## src/rtl/servo_pkg.sv

```systemverilog
// Shared types and default constants for the servo frame scheduler.
// Holds the link state encoding, parameter defaults, datapath widths and the position clamp.
package servo_pkg;

  typedef enum logic {
    LINK_DOWN = 1'b0,
    LINK_UP   = 1'b1
  } link_state_t;

  localparam int CLK_DIV_DEF        = 100;
  localparam int FRAME_TICKS_DEF    = 3000;
  localparam int OFFSET_DEF         = 1000;
  localparam int POS_MAX_DEF        = 1000;
  localparam int CENTER_DEF         = 500;
  localparam int TIMEOUT_FRAMES_DEF = 16;

  localparam int CNT_W = 12;
  localparam int POS_W = 10;
  localparam int THR_W = 11;

  function automatic logic [POS_W-1:0] clamp_pos(input logic [POS_W-1:0] v,
                                                 input logic [POS_W-1:0] max_v);
    return (v > max_v) ? max_v : v;
  endfunction

endpackage

```

## src/rtl/servo_tick_gen.sv

```systemverilog
// Prescaler producing the shared tick: high for one clk out of every CLK_DIV.
module servo_tick_gen
  import servo_pkg::*;
#(
  parameter int CLK_DIV = CLK_DIV_DEF
) (
  input  logic clk,
  input  logic rst,
  output logic tick
);

  localparam int PRE_W = (CLK_DIV > 1) ? $clog2(CLK_DIV) : 1;
  localparam logic [PRE_W-1:0] PRE_LAST = PRE_W'(CLK_DIV - 1);

  logic [PRE_W-1:0] pre_cnt_q, pre_cnt_d;

  assign tick = (pre_cnt_q == PRE_LAST);

  always_comb begin
    pre_cnt_d = pre_cnt_q + 1'b1;
    if (tick) pre_cnt_d = '0;
  end

  always_ff @(posedge clk) begin
    if (rst) pre_cnt_q <= '0;
    else     pre_cnt_q <= pre_cnt_d;
  end

endmodule

```

## src/rtl/servo_frame_ctrl.sv

```systemverilog
// Frame counter, SPI position staging and frame-aligned threshold commit for two servo axes.
// A link FSM returns both thresholds to centre when commits stop arriving.
module servo_frame_ctrl
  import servo_pkg::*;
#(
  parameter int CLK_DIV        = CLK_DIV_DEF,
  parameter int FRAME_TICKS    = FRAME_TICKS_DEF,
  parameter int OFFSET         = OFFSET_DEF,
  parameter int POS_MAX        = POS_MAX_DEF,
  parameter int CENTER         = CENTER_DEF,
  parameter int TIMEOUT_FRAMES = TIMEOUT_FRAMES_DEF
) (
  input  logic             clk,
  input  logic             rst,
  input  logic             spi_valid,
  input  logic [POS_W-1:0] spi_x,
  input  logic [POS_W-1:0] spi_y,
  output logic             spi_ready,
  output logic [CNT_W-1:0] cntr_val,
  output logic [THR_W-1:0] x_val,
  output logic [THR_W-1:0] y_val,
  output logic             frame_start,
  output logic             link_ok
);

  // state     | meaning
  // LINK_DOWN | no recent commits; thresholds parked at centre
  // LINK_UP   | commits arriving; thresholds follow SPI positions

  localparam int MISS_W = $clog2(TIMEOUT_FRAMES + 1);
  localparam logic [CNT_W-1:0] FRAME_LAST = CNT_W'(FRAME_TICKS - 1);
  localparam logic [THR_W-1:0] CENTER_THR = THR_W'(CENTER + OFFSET);
  localparam logic [THR_W-1:0] OFFSET_THR = THR_W'(OFFSET);
  localparam logic [POS_W-1:0] POS_LIMIT  = POS_W'(POS_MAX);

  logic tick, wrap, accept, commit;

  link_state_t      state_q, state_d;
  logic [CNT_W-1:0] cntr_q, cntr_d;
  logic [THR_W-1:0] x_q, x_d, y_q, y_d;
  logic [POS_W-1:0] stage_x_q, stage_x_d, stage_y_q, stage_y_d;
  logic             pending_q, pending_d;
  logic [MISS_W-1:0] miss_q, miss_d;
  logic             frame_start_q;

  servo_tick_gen #(.CLK_DIV(CLK_DIV)) u_tick (
    .clk  (clk),
    .rst  (rst),
    .tick (tick)
  );

  assign wrap      = tick && (cntr_q == FRAME_LAST);
  // The stage frees up on the wrap cycle itself, so a stalled sender lands in the next frame.
  assign spi_ready = !pending_q || wrap;
  assign accept    = spi_valid && spi_ready;
  assign commit    = wrap && pending_q;

  assign cntr_val    = cntr_q;
  assign x_val       = x_q;
  assign y_val       = y_q;
  assign frame_start = frame_start_q;
  assign link_ok     = (state_q == LINK_UP);

  always_comb begin
    cntr_d = cntr_q;
    if (tick) cntr_d = wrap ? '0 : cntr_q + 1'b1;
  end

  always_comb begin
    state_d   = state_q;
    x_d       = x_q;
    y_d       = y_q;
    stage_x_d = stage_x_q;
    stage_y_d = stage_y_q;
    pending_d = pending_q;
    miss_d    = miss_q;

    if (commit) begin
      x_d       = {1'b0, stage_x_q} + OFFSET_THR;
      y_d       = {1'b0, stage_y_q} + OFFSET_THR;
      miss_d    = '0;
      pending_d = 1'b0;
      state_d   = LINK_UP;
    end else if (wrap) begin
      if (int'(miss_q) < TIMEOUT_FRAMES) miss_d = miss_q + 1'b1;
      case (state_q)
        LINK_UP: begin
          if (int'(miss_q) + 1 == TIMEOUT_FRAMES) begin
            state_d = LINK_DOWN;
            x_d     = CENTER_THR;
            y_d     = CENTER_THR;
          end
        end
        default: begin
          x_d = CENTER_THR;
          y_d = CENTER_THR;
        end
      endcase
    end

    // Written after the commit branch so a same-cycle accept keeps pending set.
    if (accept) begin
      stage_x_d = clamp_pos(spi_x, POS_LIMIT);
      stage_y_d = clamp_pos(spi_y, POS_LIMIT);
      pending_d = 1'b1;
    end
  end

  always_ff @(posedge clk) begin
    if (rst) begin
      state_q       <= LINK_DOWN;
      cntr_q        <= '0;
      x_q           <= CENTER_THR;
      y_q           <= CENTER_THR;
      stage_x_q     <= '0;
      stage_y_q     <= '0;
      pending_q     <= 1'b0;
      miss_q        <= '0;
      frame_start_q <= 1'b0;
    end else begin
      state_q       <= state_d;
      cntr_q        <= cntr_d;
      x_q           <= x_d;
      y_q           <= y_d;
      stage_x_q     <= stage_x_d;
      stage_y_q     <= stage_y_d;
      pending_q     <= pending_d;
      miss_q        <= miss_d;
      frame_start_q <= wrap;
    end
  end

endmodule
```

## config.mk

```make
export PLATFORM = sky130hd
export DESIGN_NAME = servo_frame_ctrl
export DESIGN_NICKNAME = d
export VERILOG_FILES = /design/src/rtl/servo_pkg.sv /design/src/rtl/servo_tick_gen.sv /design/src/rtl/servo_frame_ctrl.sv
export SDC_FILE = /design/constraint.sdc
export NUM_CORES = 1
export LEC_CHECK = 0
export CORE_MARGIN = 2
export CORE_UTILIZATION = 50
export CTS_BUF_LIST = sky130_fd_sc_hd__clkbuf_16
export CTS_CLUSTER_SIZE = 40
export DETAILED_ROUTE_END_ITERATION = 8
export PLACE_DENSITY = 0.79
export SYNTH_ARGS = -nofsm -noshare
export SYNTH_HDL_FRONTEND = slang
export SYNTH_HIERARCHICAL = 1
export SYNTH_SLANG_ARGS = --single-unit
```

## constraint.sdc

```tcl
create_clock -name clk -period 4.1 [get_ports clk]
set_input_delay 1.025 -clock clk [delete_from_list [all_inputs] [get_ports clk]]
set_output_delay 1.025 -clock clk [all_outputs]
set_load 0.01 [all_outputs]
```

==> flow_summary.toml, run 1 <==
[floorplan]
core-area_sq_um = 5610
initial_core_util_pct = 52.5
dieArea_sq_um = 6520
pin_count = 60
die_h_um = 80.8
dieWidth_um = 80.8
rows = 27

[layout]
antenna_cells = 0
fill_cells = 479
nNetsFinal = 423
drive_gt1_share_pct = 6.52
syn2layout_area_growth_pct = 30.7

[sta]
timing.final.max_slew_violations = 0
fmax_mhz = 278
worst_pin_slew_ns = 1.19
period_needed_ns = 3.60
period_share_pct = 87.9
setup_viol = 0
rsz0062_at_grt = "false"
skew_ns = 0.00541
finalHoldViolations = 0
slew_headroom_pct = 20.3
tns_ns = 0

[clocking]
cts_hold_buffers = 0
cts_tree = "done"
cts_buffers = 9
clockBufferDepth = 2
cts-root-buf = "clkbuf_16"
cts.htree.levels = 3
worstSkewPairLatency_ns = 0.32
clkSlewWorstSetupHoldPaths_ns = 0.05
post_cts_buffers = 0
cts_resized = 0
cts.sinks = 69

[worst_setup_path]
slowest_stage = "clkdlybuf4s50_1"
r2r_end = "y_val[2]$_SDFFE_PP1P_"
cp-start-kind = "flip-flop"
max_stage_delay_ns = 0.55
critical_path_class = "flip-flop to primary output"
reg2reg_depth = 7
critPathBufInv = 1
crit_chain = "ha_1, or3b_2, or4_1, nand2_1, clkdlybuf4s50_1"
path_delay_family = "simple AND/OR/NAND/NOR gates"
endpoint_kind = "primary output"
worstReg2RegStart = "cntr_val[0]$_SDFFE_PP0P_"
crit_required_ns = 3.07
cp_max_fo = 5
crit_arrival_ns = 2.58
rrSetupSlack_ns = 1.44

[synth]
synth_top_cells_by_count = "dfxtp_1 (69), nand2_1 (40), a21oi_1 (29), nor2_1 (25)"
ys.flop_type = "dfxtp_1"
synthMostInstantiatedCell = "dfxtp_1"
yosysUniqueCellTypes = 48
synth_top_area_cell = "dfxtp_1"
yosysTopAreaCellShare_pct = 46.9
ys_warn_count = 6
ys_seq_area_share_pct = 46.9
syn_area_per_cell_sq_um = 8.84
synth_area_sq_um = 2950
synth_cells = 333
ys_top_cells_by_area = "dfxtp_1 (47%), nand2_1 (5.1%), a21oi_1 (4.9%)"
synth-edff-count = 0
synthArstFlopShare_pct = 0
syn_nets = 362
synth-seq-cells = 69

[run_status]
status = "complete, no violations"

[power_and_ir_drop]
peakVddDrop_mv = 0.234
power_mw = 1.47
seqPwrFrac_pct = 47.7
clkPwrFrac_pct = 45.1
p_leak_nw = 1.42
pwr_density_cell_nw_per_um2 = 382
internal_power_mw = 1.14
comb_power_share_pct = 7.2
netSwitchingFraction_pct = 22.8
switchingPower_uw = 335

[global_route]
track_usage_pct = 22.7
grt_pass1_wl_um = 11400
grt_start_max_net_pins = 37
grt_pass1_vias = 2523
grt_overflow_total = 0
antenna_found_initial = 0

[drt]
vias = 2607
ant_nets = 0
drtPass1Iterations = 4
wl_per_cell_um = 14.6
totalWireLength_um = 6880
drt_iter0_markers = 153
post_drt_via_cell_ratio = 5.54
drc_errors = 0

[place]
dp_hpwl_um = 4810
gp_congestion = 0.831
io_buffers = 59

[worst_hold_path]
hold_path_class = "flip-flop to flip-flop"
worstHoldStart = "stage_x_q[1]$_SDFFE_PP0P_"
hold_depth = 2
min_to = "x_val[1]$_SDFFE_PP0P_"

[job]
maxCapViolations = 0
==> cell usage in the layout (no fill, tap or decap), types with 6 or more instances in the layout <==
cell             synthesis  routed
dfxtp_1                 69      69
clkdlybuf4s50_1          0      59
nand2_1                 40      40
a21oi_1                 29      29
nor2_1                  25      25
inv_1                   16      17
nand3_1                 16      16
xnor2_1                 13      13
nor3_1                  11      11
o21ai_0                 11      11
xor2_1                   9       9
clkbuf_16                0       9
nand4_1                  7       7
or3_1                    6       6
a2bb2oi_1                6       6
ha_1                     6       6
==> layer usage <==
metal	GRT usage [%]	routed length [um]
met5	0	0
met4	8.81	141
met3	5.44	323
met2	37.5	3380
met1	28.8	3030
==> per-stage QoR <==
stage | hold slack [ns] | setup WS (ns) | instances | utilization, % | area [sq um]
6_report | 0.468 | 0.498 | 471 | 68.7 | 3850
5_1_grt | 0.473 | 0.382 | 471 | 68.7 | 3850
2_1_floorplan | 0.437 | 1.09 | 333 | - | 2950
3_5_place_dp | 0.456 | 0.839 | 455 | 64.0 | 3590
3_3_place_gp | 0.441 | 0.873 | 455 | 64.0 | 3590
4_1_cts | 0.468 | 0.477 | 471 | 68.7 | 3850
==> worst max path at each step <==
stage                             start   endpoint  slack, ns  depth (start not counted)
6_report       cntr_val[0]$_SDFFE_PP0P_  spi_ready       0.50                          5
5_1_grt        cntr_val[0]$_SDFFE_PP0P_  spi_ready       0.38                          5
4_1_cts        cntr_val[0]$_SDFFE_PP0P_  spi_ready       0.48                          5
3_5_place_dp   cntr_val[0]$_SDFFE_PP0P_  spi_ready       0.84                          5
3_3_place_gp   cntr_val[0]$_SDFFE_PP0P_  spi_ready       0.87                          5
2_1_floorplan  cntr_val[0]$_SDFFE_PP0P_  spi_ready       1.09                          6
==> power groups by stage <==
stage	combinational [mW]	clock, mW	sequential [mW]
2_1_floorplan	0.0689	0	0.711
3_3_place_gp	0.104	0	0.715
3_5_place_dp	0.105	0	0.716
4_1_cts	0.107	0.672	0.702
5_1_grt	0.119	0.704	0.704
6_report	0.106	0.663	0.702
==> cells by family (layout without fill, tap and decap cells) <==
logic type	after synthesis	after routing	share of synthesized area (%)
XOR/XNOR	22	22	6.54
AND/OR/NAND/NOR	130	130	22.2
adder cells (fa/ha/maj)	6	6	2.55
AO/OA/AOI/OAI	75	75	16.9
multiplexers	2	2	0.680
buffers and inverters	29	95	4.25
flip-flops	69	69	46.9
==> sequential cells by signal (all words and copies together) (netlist names) <==
name,cells
u_tick/pre_cnt_q,7
cntr_val,12
y_val,11
link_ok,1
frame_start,1
miss_q,5
x_val,11
stage_y_q,10
pending_q,1
stage_x_q,10
==> area by class of cell <==
type                       count  area (sq um)  area share [%]
clock buffer                   9           225            5.85
clock inverter                 7          33.8           0.877
inverter                      16          60.1            1.56
multi-input combinational    235          1440            37.4
sequential                    69          1380            35.9
tap                           72          90.1            2.34
timing repair buffer          63           621            16.1
==> tightest hold or removal path, cell delays in order (launching register included) <==
cell and delay [ns]:
dfxtp_1 0.29, nand2_1 0.07, o32ai_1 0.06
Note: power is estimated with default switching activity, not from simulation.
==> inputs of run 2 (changes only) <==
--- a/config.mk
+++ b/config.mk
@@ -6,11 +6,11 @@
 export NUM_CORES = 1
 export LEC_CHECK = 0
 export CORE_MARGIN = 2
-export CORE_UTILIZATION = 50
+export CORE_UTILIZATION = 52
 export CTS_BUF_LIST = sky130_fd_sc_hd__clkbuf_16
-export CTS_CLUSTER_SIZE = 40
+export CTS_CLUSTER_SIZE = 20
 export DETAILED_ROUTE_END_ITERATION = 8
-export PLACE_DENSITY = 0.79
+export PLACE_DENSITY = 0.82
 export SYNTH_ARGS = -nofsm -noshare
 export SYNTH_HDL_FRONTEND = slang
 export SYNTH_HIERARCHICAL = 1
==> run 2 against run 1 <==
  * Maximum frequency up 1.2%
  * Via count is 0.46% lower
  * Count of clock-buffer cells in the layout is the same
  * Clock power decreased by 3%
  * Combinational power is essentially flat
  * Power decreased by 1.2%
==> flow_summary.toml, run 2 (synthesized netlist as in run 1, its figures left out) <==
[run_status]
status = "complete, no violations"

[power_and_ir_drop]
seqPwrFrac_pct = 48.4
comb_power_share_pct = 7.2
p_leak_nw = 1.41
power_mw = 1.45
netSwitchingFraction_pct = 22.3
pwr_density_cell_nw_per_um2 = 380
clkPwrFrac_pct = 44.4
peakVddDrop_mv = 0.239
internal_power_mw = 1.13
switchingPower_uw = 324

[clocking]
cts-root-buf = "clkbuf_16"
clockBufferDepth = 2
cts_resized = 0
post_cts_buffers = 0
cts_tree = "done"
clkSlewWorstSetupHoldPaths_ns = 0.05
cts_buffers = 9
cts.sinks = 69
cts_hold_buffers = 0
worstSkewPairLatency_ns = 0.32
cts.htree.levels = 3

[worst_setup_path]
critical_path_class = "flip-flop to primary output"
crit_required_ns = 3.07
cp-start-kind = "flip-flop"
path_delay_family = "simple AND/OR/NAND/NOR gates"
endpoint_kind = "primary output"
max_stage_delay_ns = 0.53
crit_chain = "ha_1, or3b_2, or4_1, nand2_1, clkdlybuf4s50_1"
crit_arrival_ns = 2.53
cp_max_fo = 5
slowest_stage = "or4_1"
critPathBufInv = 1

[drt]
drtPass1Iterations = 5
totalWireLength_um = 6670
drt_iter0_markers = 267
post_drt_via_cell_ratio = 5.54
ant_nets = 0
vias = 2595
drc_errors = 0
wl_per_cell_um = 14.3

[place]
io_buffers = 59
gp_congestion = 0.872
dpl_worst_slack_ns = 0.884
place_area_sq_um = 3580
dp_hpwl_um = 4710

[global_route]
grt_pass1_vias = 2352
grt_pass1_wl_um = 11000
grt_overflow_total = 0
antenna_found_initial = 0
track_usage_pct = 22.5
grt_start_max_net_pins = 38

[floorplan]
pin_count = 60
core-area_sq_um = 5470
dieWidth_um = 79.3
die_h_um = 79.3
rows = 27
dieArea_sq_um = 6280
initial_core_util_pct = 53.8

[job]
maxCapViolations = 0

[layout]
fill_cells = 435
nNetsFinal = 422
multiInputGateArea_sq_um = 1440
antenna_cells = 0
finalInstanceArea_sq_um = 3830
final_common_cell = "dfxtp_1"
final_cell_mix = "dfxtp_1 (69), clkdlybuf4s50_1 (59), nand2_1 (40), a21oi_1 (29), nor2_1 (25)"
largest_reg_flops = 12
syn2layout_area_growth_pct = 30.0
drive_gt1_share_pct = 5.81
seq_area_sq_um = 1380

[sta]
tns_ns = 0
setup_viol = 0
finalHoldViolations = 0
worst_pin_slew_ns = 1.08
period_needed_ns = 3.56
fmax_mhz = 281
slew_headroom_pct = 27.2
period_share_pct = 86.8
timing.final.max_slew_violations = 0
final.setup.worst_slack_ns = 0.542
skew_ns = 0.00626
rsz0062_at_grt = "false"

[worst_hold_path]
hold_path_class = "flip-flop to flip-flop"
==> run 2: cell count changes in the layout (fill, tap and decap cells not counted) <==
cell,before,now
clkinv_2,3,2
clkinvlp_4,1,0
buf_4,4,3
==> run 2: path summary, 6_finish.rpt <==
kind / from / endpoint / slack, ns / cells past startpoint
worst min register to register: stage_x_q[1]$_SDFFE_PP0P_ / x_val[1]$_SDFFE_PP0P_ / 0.47 / 2
worst max register to register: u_tick/pre_cnt_q[0]$_SDFF_PP0_ / stage_y_q[3]$_SDFFE_PP0P_ / 1.30 / 9
worst min-delay path: stage_x_q[1]$_SDFFE_PP0P_ / x_val[1]$_SDFFE_PP0P_ / 0.47 / 2
worst max-delay path: cntr_val[0]$_SDFFE_PP0P_ / spi_ready / 0.54 / 5
==> run 2: per-layer routing <==
layer	routed length, um	part of all wire, %	track usage (%)	vias to the layer above
li1	-	-	-	1299
met1	3100	46	30.2	1197
met2	3060	46	34.2	83
met3	327	4.9	4.43	16
met4	189	2.8	11.7	0
met5	0	0	0	-
==> run 2: worst min-delay path, delay by kind of cell (launching register included) <==
family | cells | cell delay, ns
AO/OA/AOI/OAI | 1 | 0.06
AND/OR/NAND/NOR | 1 | 0.06
flip-flops | 1 | 0.30
==> run 2: area by class of cell <==
cell class / count / area share (%)
sequential: 69 / 36.1
clock inverter: 5 / 0.555
multi-input combinational: 235 / 37.6
inverter: 16 / 1.57
clock buffer: 9 / 5.88
tap: 72 / 2.35
timing repair buffer: 62 / 16.0
==> run 2: power by group through the flow <==
stage | sequential (mW) | clock [mW] | combinational, mW
6_report | 0.704 | 0.646 | 0.104
2_1_floorplan | 0.711 | 0 | 0.0689
5_1_grt | 0.705 | 0.688 | 0.116
3_5_place_dp | 0.717 | 0 | 0.104
3_3_place_gp | 0.716 | 0 | 0.103
4_1_cts | 0.703 | 0.660 | 0.104
==> run 2: per-stage QoR <==
step / hold WS [ns] / instances / util, %
5_1_grt: 0.478 / 468 / 70.0
3_3_place_gp: 0.456 / 454 / 65.5
2_1_floorplan: 0.437 / 333 / -
3_5_place_dp: 0.458 / 454 / 65.5
4_1_cts: 0.466 / 468 / 70.0
6_report: 0.468 / 468 / 70.0
==> inputs of run 3 (changes only) <==
--- a/config.mk
+++ b/config.mk
@@ -11,6 +11,7 @@
 export CTS_CLUSTER_SIZE = 20
 export DETAILED_ROUTE_END_ITERATION = 8
 export PLACE_DENSITY = 0.82
+export SLEW_MARGIN = 20
 export SYNTH_ARGS = -nofsm -noshare
 export SYNTH_HDL_FRONTEND = slang
 export SYNTH_HIERARCHICAL = 1
==> run 3 against run 2 <==
  * Largest power group unchanged
  * Combinational power about the same
  * Count of clock-buffer cells in the layout unchanged
  * Register-to-register slack improved by 0.13 ns
  * Routed wire length increased by 0.51%
==> flow_summary.toml, run 3 (synthesized netlist as in run 1, its figures left out) <==
[power_and_ir_drop]
peakVddDrop_mv = 0.240
p_leak_nw = 1.41
pwr_density_cell_nw_per_um2 = 380
power_mw = 1.46

[sta]
period_needed_ns = 3.56
finalHoldViolations = 0
rsz0062_at_grt = "false"
setup_viol = 0
timing.final.max_slew_violations = 0
period_share_pct = 86.8
skew_ns = 0.00628
tns_ns = 0
hold_ws_ns = 0.468
fmax_mhz = 281
worst_pin_slew_ns = 0.900
slew_headroom_pct = 39.6

[worst_hold_path]
worstHoldStart = "stage_x_q[1]$_SDFFE_PP0P_"
hold_path_class = "flip-flop to flip-flop"
hold_depth = 2
min_to = "x_val[1]$_SDFFE_PP0P_"

[drt]
ant_nets = 0
drc_errors = 0
vias = 2618
wl_per_cell_um = 14.3
drtPass1Iterations = 5
drt_iter0_markers = 267
totalWireLength_um = 6710
post_drt_via_cell_ratio = 5.59

[run_status]
status = "complete, no violations"

[layout]
final_cell_mix = "dfxtp_1 (69), clkdlybuf4s50_1 (59), nand2_1 (40), a21oi_1 (29), nor2_1 (25)"
largest_reg_flops = 12
drive_gt1_share_pct = 6.06
fill_cells = 435
final_common_cell = "dfxtp_1"
nNetsFinal = 422
antenna_cells = 0
syn2layout_area_growth_pct = 30.2

[worst_setup_path]
r2r_end = "y_val[8]$_SDFFE_PP1P_"
cp_max_fo = 5
critical_path_class = "flip-flop to primary output"
crit_arrival_ns = 2.53
rrSetupSlack_ns = 1.43
reg2reg_depth = 9
worstReg2RegStart = "u_tick/pre_cnt_q[0]$_SDFF_PP0_"
crit_required_ns = 3.07
cp-start-kind = "flip-flop"
endpoint_kind = "primary output"

[floorplan]
dieArea_sq_um = 6280
dieWidth_um = 79.3
die_h_um = 79.3
pin_count = 60
rows = 27
initial_core_util_pct = 53.8
core-area_sq_um = 5470

[clocking]
cts.sinks = 69
worstSkewPairLatency_ns = 0.33
cts-root-buf = "clkbuf_16"
cts_tree = "done"
clockBufferDepth = 2
post_cts_buffers = 0
cts_resized = 0
cts.htree.levels = 3
cts_buffers = 9
cts_hold_buffers = 0
clkSlewWorstSetupHoldPaths_ns = 0.05

[global_route]
track_usage_pct = 22.5
grt_pass1_wl_um = 11000
antenna_found_initial = 0
grt_overflow_total = 0
grt_pass1_vias = 2352
grt_start_max_net_pins = 38

[place]
gp_congestion = 0.872
dp_hpwl_um = 4710
io_buffers = 59

[job]
maxCapViolations = 0
[run 3: cell counts in the layout (fill, tap and decap cells not counted)]
No cell type changed its count.
[run 3: cell type report]
class                      count  area, sq um  share of cell area, %
clock buffer                   9          225                   5.87
multi-input combinational    235         1440                   37.6
sequential                    69         1380                   36.0
clock inverter                 5         21.3                  0.555
tap                           72         90.1                   2.35
timing repair buffer          62          613                   16.0
inverter                      16         60.1                   1.57
[run 3: layer usage]
metal	wire (um)	part of all wire, %	global-route usage (%)	vias up
met5	0	0	0	-
met4	189	2.8	11.7	0
met3	339	5.1	4.43	17
met2	3070	46	34.2	84
met1	3110	46	30.2	1223
li1	-	-	-	1294
[run 3: worst max-delay path by stage]
stage	start	endpoint	slack [ns]	depth (start not counted)
final	cntr_val[0]$_SDFFE_PP0P_	spi_ready	0.54	5
after global routing	cntr_val[0]$_SDFFE_PP0P_	spi_ready	0.46	5
after floorplan	cntr_val[0]$_SDFFE_PP0P_	spi_ready	1.09	6
after CTS	cntr_val[0]$_SDFFE_PP0P_	spi_ready	0.53	5
after global placement	cntr_val[0]$_SDFFE_PP0P_	spi_ready	0.91	5
after detailed placement	cntr_val[0]$_SDFFE_PP0P_	spi_ready	0.88	5
[run 3: worst max-delay path, cell delays in order, from the launching register on]
cell and delay (ns):
dfxtp_1 0.38, ha_1 0.23, or3b_2 0.45, or4_1 0.53, nand2_1 0.09, clkdlybuf4s50_1 0.53
[run 3: where the power goes]
part	internal, mW	switching [mW]
sequential	0.687	0.0171
clock	0.392	0.256
combinational	0.0516	0.0532
total	1.13	0.327
[run 3: stage by stage]
step / std cells / area (sq um) / setup slack, ns / utilization [%]
after floorplan: 333 / 2950 / 1.09 / -
after global placement: 454 / 3580 / 0.915 / 65.5
after detailed placement: 454 / 3580 / 0.884 / 65.5
after CTS: 468 / 3830 / 0.529 / 70.0
after global routing: 468 / 3830 / 0.456 / 70.1
final: 468 / 3830 / 0.540 / 70.1
